**config.mk**
```make
export PLATFORM = sky130hd
export DESIGN_NAME = mem_loader
export DESIGN_NICKNAME = d
export VERILOG_FILES = /design/src/rtl/mem_loader.sv
export SDC_FILE = /design/constraint.sdc
export NUM_CORES = 1
export LEC_CHECK = 0
export ABC_CLOCK_PERIOD_IN_PS = 1900
export CORE_MARGIN = 4
export CORE_UTILIZATION = 47
export CTS_CLUSTER_SIZE = 20
export DETAILED_ROUTE_END_ITERATION = 8
export PLACE_DENSITY = 0.87
export SLEW_MARGIN = 20
export SYNTH_ARGS = -nofsm -noshare
export SYNTH_HDL_FRONTEND = slang
export SYNTH_SLANG_ARGS = --single-unit
```
**constraint.sdc**
```tcl
create_clock -name clk_i -period 1.9 [get_ports clk_i]
set_input_delay 0.285 -clock clk_i [delete_from_list [all_inputs] [get_ports clk_i]]
set_output_delay 0.285 -clock clk_i [all_outputs]
set_load 0.01 [all_outputs]
```
**src/rtl/mem_loader.sv**
```systemverilog
// Program-load engine: assembles big-endian 16-bit words from a byte stream and writes them
// to consecutive addresses of a 256 x 16 memory. Define LOADER_VERIFY_EN for write-then-read-back checking.
module mem_loader (
  input  logic        clk_i,
  input  logic        reset_i,
  input  logic        start_i,
  input  logic [7:0]  base_addr_i,
  input  logic [8:0]  count_i,
  input  logic        in_valid_i,
  input  logic [7:0]  in_data_i,
  output logic        in_ready_o,
  output logic        mem_we_o,
  output logic [7:0]  mem_addr_o,
  output logic [15:0] mem_wd_o,
  input  logic [15:0] mem_rd_i,
  output logic        busy_o,
  output logic        done_o,
  output logic        err_o
);

`ifdef LOADER_VERIFY_EN
  typedef enum logic [2:0] {S_IDLE, S_HI, S_LO, S_WRITE, S_VERIFY, S_FIN} state_e;
`else
  typedef enum logic [2:0] {S_IDLE, S_HI, S_LO, S_WRITE, S_FIN} state_e;
`endif

  state_e      state_q, state_d;
  logic [7:0]  addr_q, addr_d;    // next address to write
  logic [8:0]  rem_q, rem_d;      // words still to load, 0..256
  logic [7:0]  hi_q, hi_d;
  logic [15:0] wd_q, wd_d;
  logic [7:0]  maddr_q, maddr_d;  // last address presented to memory
  logic        clr_err;
  logic        advance;

  // NOTE: every comb output gets a default first, so no path leaves a signal unassigned (no latches).
  always_comb begin
    state_d = state_q;
    addr_d  = addr_q;
    rem_d   = rem_q;
    hi_d    = hi_q;
    wd_d    = wd_q;
    maddr_d = maddr_q;
    clr_err = 1'b0;
    advance = 1'b0;
    case (state_q)
      S_IDLE: begin
        if (start_i) begin
          addr_d  = base_addr_i;
          rem_d   = count_i;
          clr_err = 1'b1;
          state_d = (count_i != 9'd0) ? S_HI : S_FIN;
        end
      end
      S_HI: begin
        if (in_valid_i) begin
          hi_d    = in_data_i;
          state_d = S_LO;
        end
      end
      S_LO: begin
        // Data and address are staged here so they stay stable outside WRITE.
        if (in_valid_i) begin
          wd_d    = {hi_q, in_data_i};
          maddr_d = addr_q;
          state_d = S_WRITE;
        end
      end
`ifdef LOADER_VERIFY_EN
      S_WRITE:  state_d = S_VERIFY;
      S_VERIFY: advance = 1'b1;
`else
      S_WRITE:  advance = 1'b1;
`endif
      S_FIN:    state_d = S_IDLE;
      default:  state_d = S_IDLE;
    endcase
    if (advance) begin
      addr_d  = addr_q + 8'd1;
      rem_d   = rem_q - 9'd1;
      state_d = (rem_q == 9'd1) ? S_FIN : S_HI;
    end
  end

  // NOTE: state registers use non-blocking assignments so all flops update from pre-edge values.
  always_ff @(posedge clk_i or posedge reset_i) begin
    if (reset_i) begin
      state_q <= S_IDLE;
      addr_q  <= 8'h00;
      rem_q   <= 9'd0;
      hi_q    <= 8'h00;
      wd_q    <= 16'h0000;
      maddr_q <= 8'h00;
    end else begin
      state_q <= state_d;
      addr_q  <= addr_d;
      rem_q   <= rem_d;
      hi_q    <= hi_d;
      wd_q    <= wd_d;
      maddr_q <= maddr_d;
    end
  end

`ifdef LOADER_VERIFY_EN
  logic err_q;

  always_ff @(posedge clk_i or posedge reset_i) begin
    if (reset_i) begin
      err_q <= 1'b0;
    end else if (clr_err) begin
      err_q <= 1'b0;
    end else if (state_q == S_VERIFY && mem_rd_i != wd_q) begin
      err_q <= 1'b1;
    end
  end

  assign err_o = err_q;
`else
  logic unused_verify;
  assign unused_verify = ^{mem_rd_i, clr_err};
  assign err_o         = 1'b0;
`endif

  assign in_ready_o = (state_q == S_HI) || (state_q == S_LO);
  assign mem_we_o   = (state_q == S_WRITE);
  assign mem_addr_o = maddr_q;
  assign mem_wd_o   = wd_q;
  assign busy_o     = (state_q != S_IDLE);
  assign done_o     = (state_q == S_FIN);

endmodule

```
==> flow_metrics.env <==
export IMPL_route_met3_wl_um=227
export IMPL_cts_buffers=5
export IMPL_slew_limit_headroom=0.634
export IMPL_grt_pass1_wl_um=8980
export IMPL_start_kind="register"
export IMPL_core_um2=5200
export IMPL_io_pins=74
export IMPL_hold_class="input port to asynchronous set/reset pin"
export IMPL_dieHeight_um=81.9
export IMPL_fp_row_count=26
export IMPL_seq_area_frac_synth=0.507
export IMPL_route_detailed_wl_per_inst_um=15.9
export IMPL_p_per_area_nw_per_um2=1550
export IMPL_cts_buffer_depth=2
export IMPL_viasPerCell=5.60
export IMPL_top_layer_used="met4"
export IMPL_outcome="completed"
export IMPL_post_route_drc_count=0
export IMPL_synth_top_flop_cell="dfrtp_1"
export IMPL_hold_violations=0
export IMPL_numClockSinks=52
export IMPL_fin_crit_sh=0.974
export IMPL_ys_types=44
export IMPL_switching_share=0.346
export IMPL_arrival_ns=1.57
export IMPL_antennaDiodeCount=0
export IMPL_synth_nets=260
export IMPL_firstDrtPassIters=4
export IMPL_fillers=407
export IMPL_grt_start_max_net_pins=53
export IMPL_met2_length_um=2790
export IMPL_setup_viol=0
export IMPL_r2r_end="addr_q[3]$_DFFE_PP0P_"
export IMPL_synth_edf_count=0
export IMPL_place_congestion=0.815
export IMPL_intPower_mw=3.43
export IMPL_clk_pin_slew_ns=0.10
export IMPL_grt_usage=0.174
export IMPL_clkPwrFrac=0.150
export IMPL_end_kind="output pin"
export IMPL_synth_area_um2=2570
export IMPL_grt_overflow_total=0
export IMPL_max_freq_ghz=0.540
export IMPL_skew_ns=0.00436
export IMPL_async_reset_ff_frac=1.00
export IMPL_cts_root_buffer="clkbuf_8"
export IMPL_grt_pass1_vias=1903
export IMPL_pwr_share_comb=0.451
export IMPL_slew_viol_final=0
export IMPL_place_ws_ns=0.0600
export IMPL_dp_hpwl_um=4050
export IMPL_leakagePower_nw=1.41
export IMPL_final_common_cell="clkdlybuf4s50_1"
export IMPL_crit_fanout=9
export IMPL_rsz0062_at_grt="false"
export IMPL_utilization=0.647
export IMPL_tns_ns=0
export IMPL_setup_ws_ns=0.0494
export IMPL_p_switching_mw=1.81
export IMPL_final_cell_mix="clkdlybuf4s50_1, dfrtp_1, mux2_2"
export IMPL_yosys_register_bits=52
export IMPL_layout_drive_gt1_share=0.255
export IMPL_peakVddDrop_v=0.000701
export IMPL_num_vias=1948
export IMPL_r2r_start="state_q[2]$_DFFE_PP0P_"
export IMPL_ant_nets=0
export IMPL_drv_cap=0
export IMPL_synth_area_per_cell_um2=12.1
export IMPL_dpl_cell_area_um2=3250
export IMPL_totalPowerFinal_mw=5.24
export IMPL_rr_worst_depth=4
export IMPL_port_buffers=56
export IMPL_ff2ff_setup_slack_ns=0.21
export IMPL_area_growth_syn_to_layout_pct=31.3
export IMPL_initial_core_util=0.493
export IMPL_drt_iter0_drc=70
export IMPL_ys_warn_count=0
export IMPL_required_ns=1.62
export IMPL_layout_nets=325
export IMPL_wirelength_um=5520
export IMPL_die_w_um=81.9
export IMPL_cts_tree="yes"
export IMPL_antenna_found_initial=0
export IMPL_pwr_share_seq=0.398
export IMPL_min_period_ns=1.85
export IMPL_cts_htree_levels=2
export IMPL_die_area_um2=6710
export IMPL_clock_latency_ns=0.31
export IMPL_wl_met1_um=2380
export IMPL_worstMarginPinSlew_ns=0.542
export IMPL_stdcell_area_um2=3370
export IMPL_synth_cells=212
export IMPL_postCtsHoldBufs=0
export IMPL_crit_type="register to output pin"
-- cells in the mapped netlist, types with 2 or more instances --
cell | number | area, um^2
a311oi_1 | 6 | 52.6
nand2_1 | 6 | 22.5
a211oi_1 | 5 | 37.5
mux2_2 | 36 | 405
and3_1 | 2 | 12.5
buf_4 | 6 | 45.0
and4_1 | 2 | 17.5
buf_6 | 2 | 22.5
nor4_1 | 10 | 62.6
nor3_1 | 9 | 45.0
nor2_1 | 14 | 52.6
buf_2 | 4 | 20.0
mux2i_1 | 4 | 40.0
a221o_1 | 2 | 20.0
ha_1 | 3 | 37.5
nand3_1 | 8 | 40.0
or3_1 | 2 | 12.5
nand2b_1 | 2 | 12.5
dfrtp_1 | 52 | 1300
and4bb_2 | 2 | 25.0
inv_1 | 9 | 33.8
o221a_2 | 3 | 33.8
nand4b_1 | 2 | 17.5
-- how the worst max path moves through the flow --
stage | from | end | slack (ns) | cells past startpoint
after CTS | state_q[2]$_DFFE_PP0P_ | busy_o | 0.04 | 3
after global routing | state_q[2]$_DFFE_PP0P_ | busy_o | 0.005 | 3
after detailed placement | start_i | rem_q[3]$_DFFE_PP0P_ | 0.06 | 4
after floorplan | state_q[0]$_DFFE_PP0P_ | mem_wd_o[0]$_DFFE_PP0P_ | 0.34 | 4
final | state_q[2]$_DFFE_PP0P_ | busy_o | 0.05 | 3
after global placement | start_i | addr_q[3]$_DFFE_PP0P_ | 0.10 | 4
-- state kept, by name, indices dropped and copies added (netlist names) --
| name | count |
|---|---|
| mem_addr_o | 8 |
| hi_q | 8 |
| rem_q | 9 |
| mem_wd_o | 16 |
| state_q | 3 |
| addr_q | 8 |
-- through the flow --
step	cells	hold slack, ns
finish	348	0.334
CTS	348	0.339
floorplan	212	0.401
global placement	339	0.480
global route	348	0.357
detailed placement	339	0.493
-- cells by family (layout without fill, tap and decap cells) --
| family | after synthesis | count (layout) | share of synthesized area |
|---|---|---|---|
| flip-flops | 52 | 52 | 0.507 |
| other | 1 | 1 | 0.00146 |
| AND/OR/NAND/NOR | 71 | 71 | 0.177 |
| adder cells (fa/ha/maj) | 3 | 3 | 0.0146 |
| buffers and inverters | 21 | 87 | 0.0473 |
| AO/OA/AOI/OAI | 24 | 24 | 0.0795 |
| multiplexers | 40 | 40 | 0.174 |
-- layout make-up --
type                            instances  area, um^2  area share
Inverter                                9        33.8      0.0100
Tap cell                               70        87.6      0.0260
Clock inverter                          3        46.3      0.0137
Multi-Input combinational cell        139        1140       0.339
Sequential cell                        52        1300       0.387
Clock buffer                            5        68.8      0.0204
Timing Repair Buffer                   70         686       0.203
-- critical path, cell delays in order, from the launching register on --
cell,delay [ns]
dfrtp_2,0.43
buf_4,0.17
or3_1,0.36
dlygate4sd2_1,0.29
-- power groups by stage --
stage | clock network (mW) | registers [mW] | logic [mW]
floorplan | 0 | 2.14 | 1.33
finish | 0.787 | 2.09 | 2.36
global route | 0.849 | 2.17 | 2.58
detailed placement | 0 | 2.10 | 2.42
global placement | 0 | 2.07 | 2.33
CTS | 0.802 | 2.09 | 2.40
-- metal layers --
layer  global-route usage  vias up
li1                     -      931
met1                0.222      949
met2                0.300       56
met4               0.0731        0
met5                    0        -
met3               0.0197       12
-- timing repair --
action	4_1_cts	5_1_grt
resized for setup	6	0
setup endpoints to repair	4	0
buffers inserted	1	0
(Power assumes the default switching activity.)
